[src/rtl/display_codes_pkg.sv]
//------------------------------------------------------------------------------
// display_codes_pkg
// Symbol codes for the front-panel digit decoders, mode encodings and the
// idle greeting ROM shared by the display scroller.
// Revision: 1.0
//------------------------------------------------------------------------------
`default_nettype none

package display_codes_pkg;

    // Decoder symbol set: digits 0,1,2,3,5,7,8 map to themselves
    localparam logic [3:0] CODE_L     = 4'h4;
    localparam logic [3:0] CODE_DASH  = 4'h6;
    localparam logic [3:0] CODE_H     = 4'h9;
    localparam logic [3:0] CODE_E     = 4'hE;
    localparam logic [3:0] CODE_BLANK = 4'hF;

    typedef enum logic [1:0] {
        MODE_IDLE     = 2'd0,
        MODE_CREDIT   = 2'd1,
        MODE_DISPENSE = 2'd2,
        MODE_ERROR    = 2'd3
    } mode_e;

    localparam int IDLE_MSG_LEN = 8;

    // "HELL0" followed by three blanks
    localparam logic [3:0] IDLE_MSG [IDLE_MSG_LEN] = '{
        CODE_H, CODE_E, CODE_L, CODE_L, 4'h0, CODE_BLANK, CODE_BLANK, CODE_BLANK
    };

    function automatic logic [3:0] msg_char(input logic [2:0] idx);
        return IDLE_MSG[idx];
    endfunction

endpackage

`default_nettype wire

[src/rtl/display_scroller_tick_gen.sv]
//------------------------------------------------------------------------------
// tick_gen
// Free-running prescaler producing a one-cycle tick every TICK_DIV clocks.
// A synchronous clear restarts the count so a new mode gets a full period.
// Revision: 1.0
//------------------------------------------------------------------------------
`default_nettype none

module tick_gen #(
    parameter int TICK_DIV = 25000000
) (
    input  logic clk,
    input  logic resetn,
    input  logic clear,
    output logic tick
);

    localparam int CNT_W = $clog2(TICK_DIV);

    logic [CNT_W-1:0] count;

    assign tick = (count == CNT_W'(TICK_DIV - 1));

    // Count 0..TICK_DIV-1, wrap, restart on clear
    always_ff @(posedge clk or negedge resetn) begin
        if (!resetn) begin
            count <= '0;
        end else if (clear || tick) begin
            count <= '0;
        end else begin
            count <= count + CNT_W'(1);
        end
    end

endmodule

`default_nettype wire

[src/rtl/display_scroller.sv]
//------------------------------------------------------------------------------
// display_scroller
// Drives four 4-bit digit codes for the vending machine front panel:
// scrolling idle greeting, two-digit credit, flashing dispense dashes and
// a static error pattern. All outputs are registered.
// Revision: 1.0
//------------------------------------------------------------------------------
`default_nettype none

module display_scroller
    import display_codes_pkg::*;
#(
    parameter int TICK_DIV = 25000000,
    parameter int MSG_LEN  = 8
) (
    input  logic       clk,
    input  logic       resetn,
    input  logic [1:0] mode,
    input  logic [2:0] credit,
    output logic [3:0] hex3,
    output logic [3:0] hex2,
    output logic [3:0] hex1,
    output logic [3:0] hex0,
    output logic       msg_wrap
);

    localparam int OFS_W = $clog2(MSG_LEN);

    logic [1:0]       mode_q;
    logic [OFS_W-1:0] offset;
    logic             phase;

    logic             tick;
    logic             mode_change;
    logic [OFS_W-1:0] offset_d;
    logic             phase_d;
    logic             wrap_d;
    logic [15:0]      hex_d;
    mode_e            mode_sel;

    assign mode_sel    = mode_e'(mode);
    assign mode_change = (mode != mode_q);

    // The prescaler restarts on every mode change so the new mode starts
    // with a full tick period; a coincident tick is thereby discarded.
    tick_gen #(
        .TICK_DIV (TICK_DIV)
    ) u_tick_gen (
        .clk    (clk),
        .resetn (resetn),
        .clear  (mode_change),
        .tick   (tick)
    );

    // Next offset/phase and the pattern they select; the output register
    // loads the pattern of the next state so changes show one clock later
    always_comb begin
        offset_d = offset;
        phase_d  = phase;
        wrap_d   = 1'b0;
        hex_d    = {4{CODE_BLANK}};

        if (mode_change) begin
            offset_d = '0;
            phase_d  = 1'b0;
        end else if (tick) begin
            if (mode_sel == MODE_IDLE) begin
                offset_d = offset + OFS_W'(1);
                wrap_d   = (offset == OFS_W'(MSG_LEN - 1));
            end
            if (mode_sel == MODE_DISPENSE) begin
                phase_d = ~phase;
            end
        end

        case (mode_sel)
            MODE_IDLE: begin
                hex_d = {msg_char(offset_d),
                         msg_char(offset_d + OFS_W'(1)),
                         msg_char(offset_d + OFS_W'(2)),
                         msg_char(offset_d + OFS_W'(3))};
            end
            MODE_CREDIT: begin
                hex_d = {CODE_BLANK, CODE_BLANK,
                         {2'b00, credit[2:1]},
                         (credit[0] ? 4'd5 : 4'd0)};
            end
            MODE_DISPENSE: begin
                hex_d = phase_d ? {4{CODE_BLANK}} : {4{CODE_DASH}};
            end
            default: begin
                hex_d = {CODE_E, CODE_DASH, CODE_DASH, CODE_DASH};
            end
        endcase
    end

    // State and registered display outputs
    always_ff @(posedge clk or negedge resetn) begin
        if (!resetn) begin
            mode_q   <= MODE_IDLE;
            offset   <= '0;
            phase    <= 1'b0;
            msg_wrap <= 1'b0;
            hex3     <= CODE_BLANK;
            hex2     <= CODE_BLANK;
            hex1     <= CODE_BLANK;
            hex0     <= CODE_BLANK;
        end else begin
            mode_q   <= mode;
            offset   <= offset_d;
            phase    <= phase_d;
            msg_wrap <= wrap_d;
            {hex3, hex2, hex1, hex0} <= hex_d;
        end
    end

endmodule

`default_nettype wire

[config.mk]
export PLATFORM = sky130hd
export DESIGN_NAME = display_scroller
export DESIGN_NICKNAME = d
export VERILOG_FILES = /design/src/rtl/display_codes_pkg.sv /design/src/rtl/display_scroller_tick_gen.sv /design/src/rtl/display_scroller.sv
export SDC_FILE = /design/constraint.sdc
export NUM_CORES = 1
export LEC_CHECK = 0
export ABC_AREA = 1
export ABC_CLOCK_PERIOD_IN_PS = 2350
export BUFFER_PORTS_ARGS = -buffer_cell sky130_fd_sc_hd__buf_2
export CAP_MARGIN = 40
export CORE_UTILIZATION = 40
export DETAILED_ROUTE_END_ITERATION = 10
export HOLD_SLACK_MARGIN = 0.05
export PLACE_DENSITY = 0.58
export SETUP_SLACK_MARGIN = 0.3
export SYNTH_ARGS = -nofsm -noshare
export SYNTH_HDL_FRONTEND = slang
export SYNTH_SLANG_ARGS = --single-unit
[constraint.sdc]
create_clock -name clk -period 2.35 [get_ports clk]
set_input_delay 0.47 -clock clk [delete_from_list [all_inputs] [get_ports clk]]
set_output_delay 0.47 -clock clk [all_outputs]
set_load 0.1 [all_outputs]
==> flow_metrics.env <==
export IMPL_status="complete, no violations"
export IMPL_cts_buffer_depth=2
export IMPL_cts_hold_buf=0
export IMPL_track_usage=0.182
export IMPL_yosys_top_cells_area="dfrtp_1, dfstp_2, nand2_1, ha_1, inv_1"
export IMPL_worst_pin_slew_ps=489
export IMPL_detailed_place_area_um2=3030
export IMPL_required_ps=2580
export IMPL_p_per_area_nw_per_um2=493
export IMPL_fp_dieH_um=83.8
export IMPL_finalSetupViolCount=0
export IMPL_clock_sinks=48
export IMPL_maxCapViolations=0
export IMPL_end_kind="flop"
export IMPL_place_congestion=0.845
export IMPL_fin_ws_ps=247
export IMPL_dp_hpwl_mm=4.26
export IMPL_grt_antenna_before_repair=0
export IMPL_grt_pass1_wl_mm=10.4
export IMPL_worstPathMaxFanout=5
export IMPL_yosysWarnings=0
export IMPL_holdWs_ps=39.0
export IMPL_fillers=578
export IMPL_fp_row_count=29
export IMPL_critPathKind="reg -> reg"
export IMPL_insertedDiodeCount=0
export IMPL_avgSynthCellArea_um2=8.36
export IMPL_finalHoldViolations=0
export IMPL_total_power_mw=1.75
export IMPL_initial_core_util=0.419
export IMPL_layout_common_cells="nand2_1, buf_4, dfrtp_1"
export IMPL_cts_root_buf="clkbuf_8"
export IMPL_final_common_cell="nand2_1"
export IMPL_io_buffers=23
export IMPL_cp_data_arrival_time_ps=2340
export IMPL_vias=2375
export IMPL_synth_cell_types=36
export IMPL_hold_path_class="in -> async"
export IMPL_grt_overflow_total=0
export IMPL_postSynthCellCount=320
export IMPL_grt_pass1_vias=2372
export IMPL_design_area_um2=3560
export IMPL_drc=0
export IMPL_slew_headroom=0.676
export IMPL_worstSetupStartpointType="flop"
export IMPL_ant_nets=0
export IMPL_synth_top_area_frac=0.299
export IMPL_p_leak_nw=1.64
export IMPL_area_growth_pct=33.1
export IMPL_fin_tns_setup_ps=0
export IMPL_via_per_inst=4.95
export IMPL_clock_latency_ps=300
export IMPL_core_um2=6390
export IMPL_final_nets=423
export IMPL_synth_seq_cells=48
export IMPL_finalMaxSlewViolations=0
export IMPL_wl_per_cell_um=12.9
export IMPL_ir_worst_vdd_mv=0.325
export IMPL_die_w_um=83.8
export IMPL_routed_wl_mm=6.17
export IMPL_die_area_um2=7020
export IMPL_synth_net_count=341
export IMPL_dp_slack_ps=26.0
export IMPL_skew_ps=14.1
export IMPL_drive_gt1_frac=0.404
export IMPL_period_share=0.895
export IMPL_synth_largest_area_cell="dfrtp_1"
export IMPL_drt_iter0_markers=104
export IMPL_layout_min_cycle_time_ps=2100
export IMPL_cts_made_buffers=5
export IMPL_h_tree_depth=2
export IMPL_syn_area_um2=2670
export IMPL_ys_seq_area_frac=0.457
export IMPL_rsz0062_at_grt="true"
export IMPL_tritoncts="built"
export IMPL_grt_max_degree=21
export IMPL_firstDrtPassIters=4
export IMPL_clk_pin_slew_ps=100
export IMPL_max_freq_mhz=476
export IMPL_io_pins=24
[critical path: stages, from the launching register on]
cell	delay [ps]
dfrtp_1	410
inv_2	100
nand2_1	90
nor2_4	90
nand2_2	70
nor2_4	180
nand2_4	90
nand2_2	90
nand3_2	100
ha_4	190
inv_2	40
nand4_1	200
nand3_2	150
nand3_1	80
a21oi_1	150
[power breakdown]
group	switching (mW)	internal, mW
combinational	0.232	0.0562
sequential	0.00676	0.862
clock	0.281	0.316
[synth_stat cells (all sizes together)]
cell type	instances
nand2	75
inv	41
nor2	35
dfrtp	32
a21oi	26
nand3	26
o21ai	17
dfstp	16
ha	14
nor3	9
nand4	5
nor4	5
xnor2	3
xor2	3
buf	2
clkinv	2
o211ai	2
a211o	1
a31oi	1
clkbuf	1
nor3b	1
nor4b	1
o31ai	1
or2	1
[metal layers]
metal | GRT usage | wire, µm
met1 | 0.218 | 2750
met2 | 0.333 | 3190
met3 | 0.0326 | 174
met4 | 0.0524 | 50
met5 | 0 | 0
[final timing paths]
check                                                from                             end  cells after the start  slack (ps)
max in group asynchronous                          resetn               hex1[3]$_DFF_PN1_                      2        1670
hold / removal                                     resetn   u_tick_gen.count[9]$_DFF_PN0_                      1          40
setup reg to reg           u_tick_gen.count[10]$_DFF_PN0_               hex0[3]$_DFF_PN1_                     14         250
hold reg to reg            u_tick_gen.count[18]$_DFF_PN0_  u_tick_gen.count[18]$_DFF_PN0_                      1         500
setup / recovery           u_tick_gen.count[10]$_DFF_PN0_               hex0[3]$_DFF_PN1_                     14         250
min in group clk                                credit[2]               hex1[1]$_DFF_PN1_                      3         390
[cell families (layout without fill, tap and decap cells)]
kind of cell / count (synthesis) / count (layout) / share of synthesized area
flops: 48 / 48 / 0.457
buf+inv: 46 / 129 / 0.0655
xor+xnor: 6 / 6 / 0.0197
fa+ha+maj: 14 / 14 / 0.0655
simple gates: 158 / 158 / 0.292
compound gates: 48 / 48 / 0.100
[per-stage QoR]
step	utilization	instances
detailed placement	0.474	435
floorplan	-	320
global placement	0.474	435
global route	0.557	480
finish	0.557	480
CTS	0.523	465
[state kept, by name (all words and copies together), names as in the netlist]
| name | count |
|---|---|
| hex1 | 4 |
| msg_wrap | 1 |
| offset | 3 |
| hex3 | 4 |
| phase | 1 |
| mode_q | 2 |
| u_tick_gen.count | 25 |
| hex0 | 4 |
| hex2 | 4 |
[final cells by class]
| type | count | area (µm²) | share of cell area |
|---|---|---|---|
| Sequential cell | 48 | 1220 | 0.343 |
| Multi-Input combinational cell | 226 | 1430 | 0.402 |
| Inverter | 43 | 166 | 0.0467 |
| Clock inverter | 2 | 35.0 | 0.00984 |
| Timing Repair Buffer | 78 | 536 | 0.150 |
| Clock buffer | 6 | 72.6 | 0.0204 |
| Tap cell | 77 | 96.3 | 0.0271 |
[timing repair]
action,4_1_cts,5_1_grt
gates resized for setup,14,26
pin swaps,12,21
endpoints found under the setup margin,7,18
buffers inserted,22,15
gates cloned,0,0
Note: power is estimated with default switching activity, not from simulation.
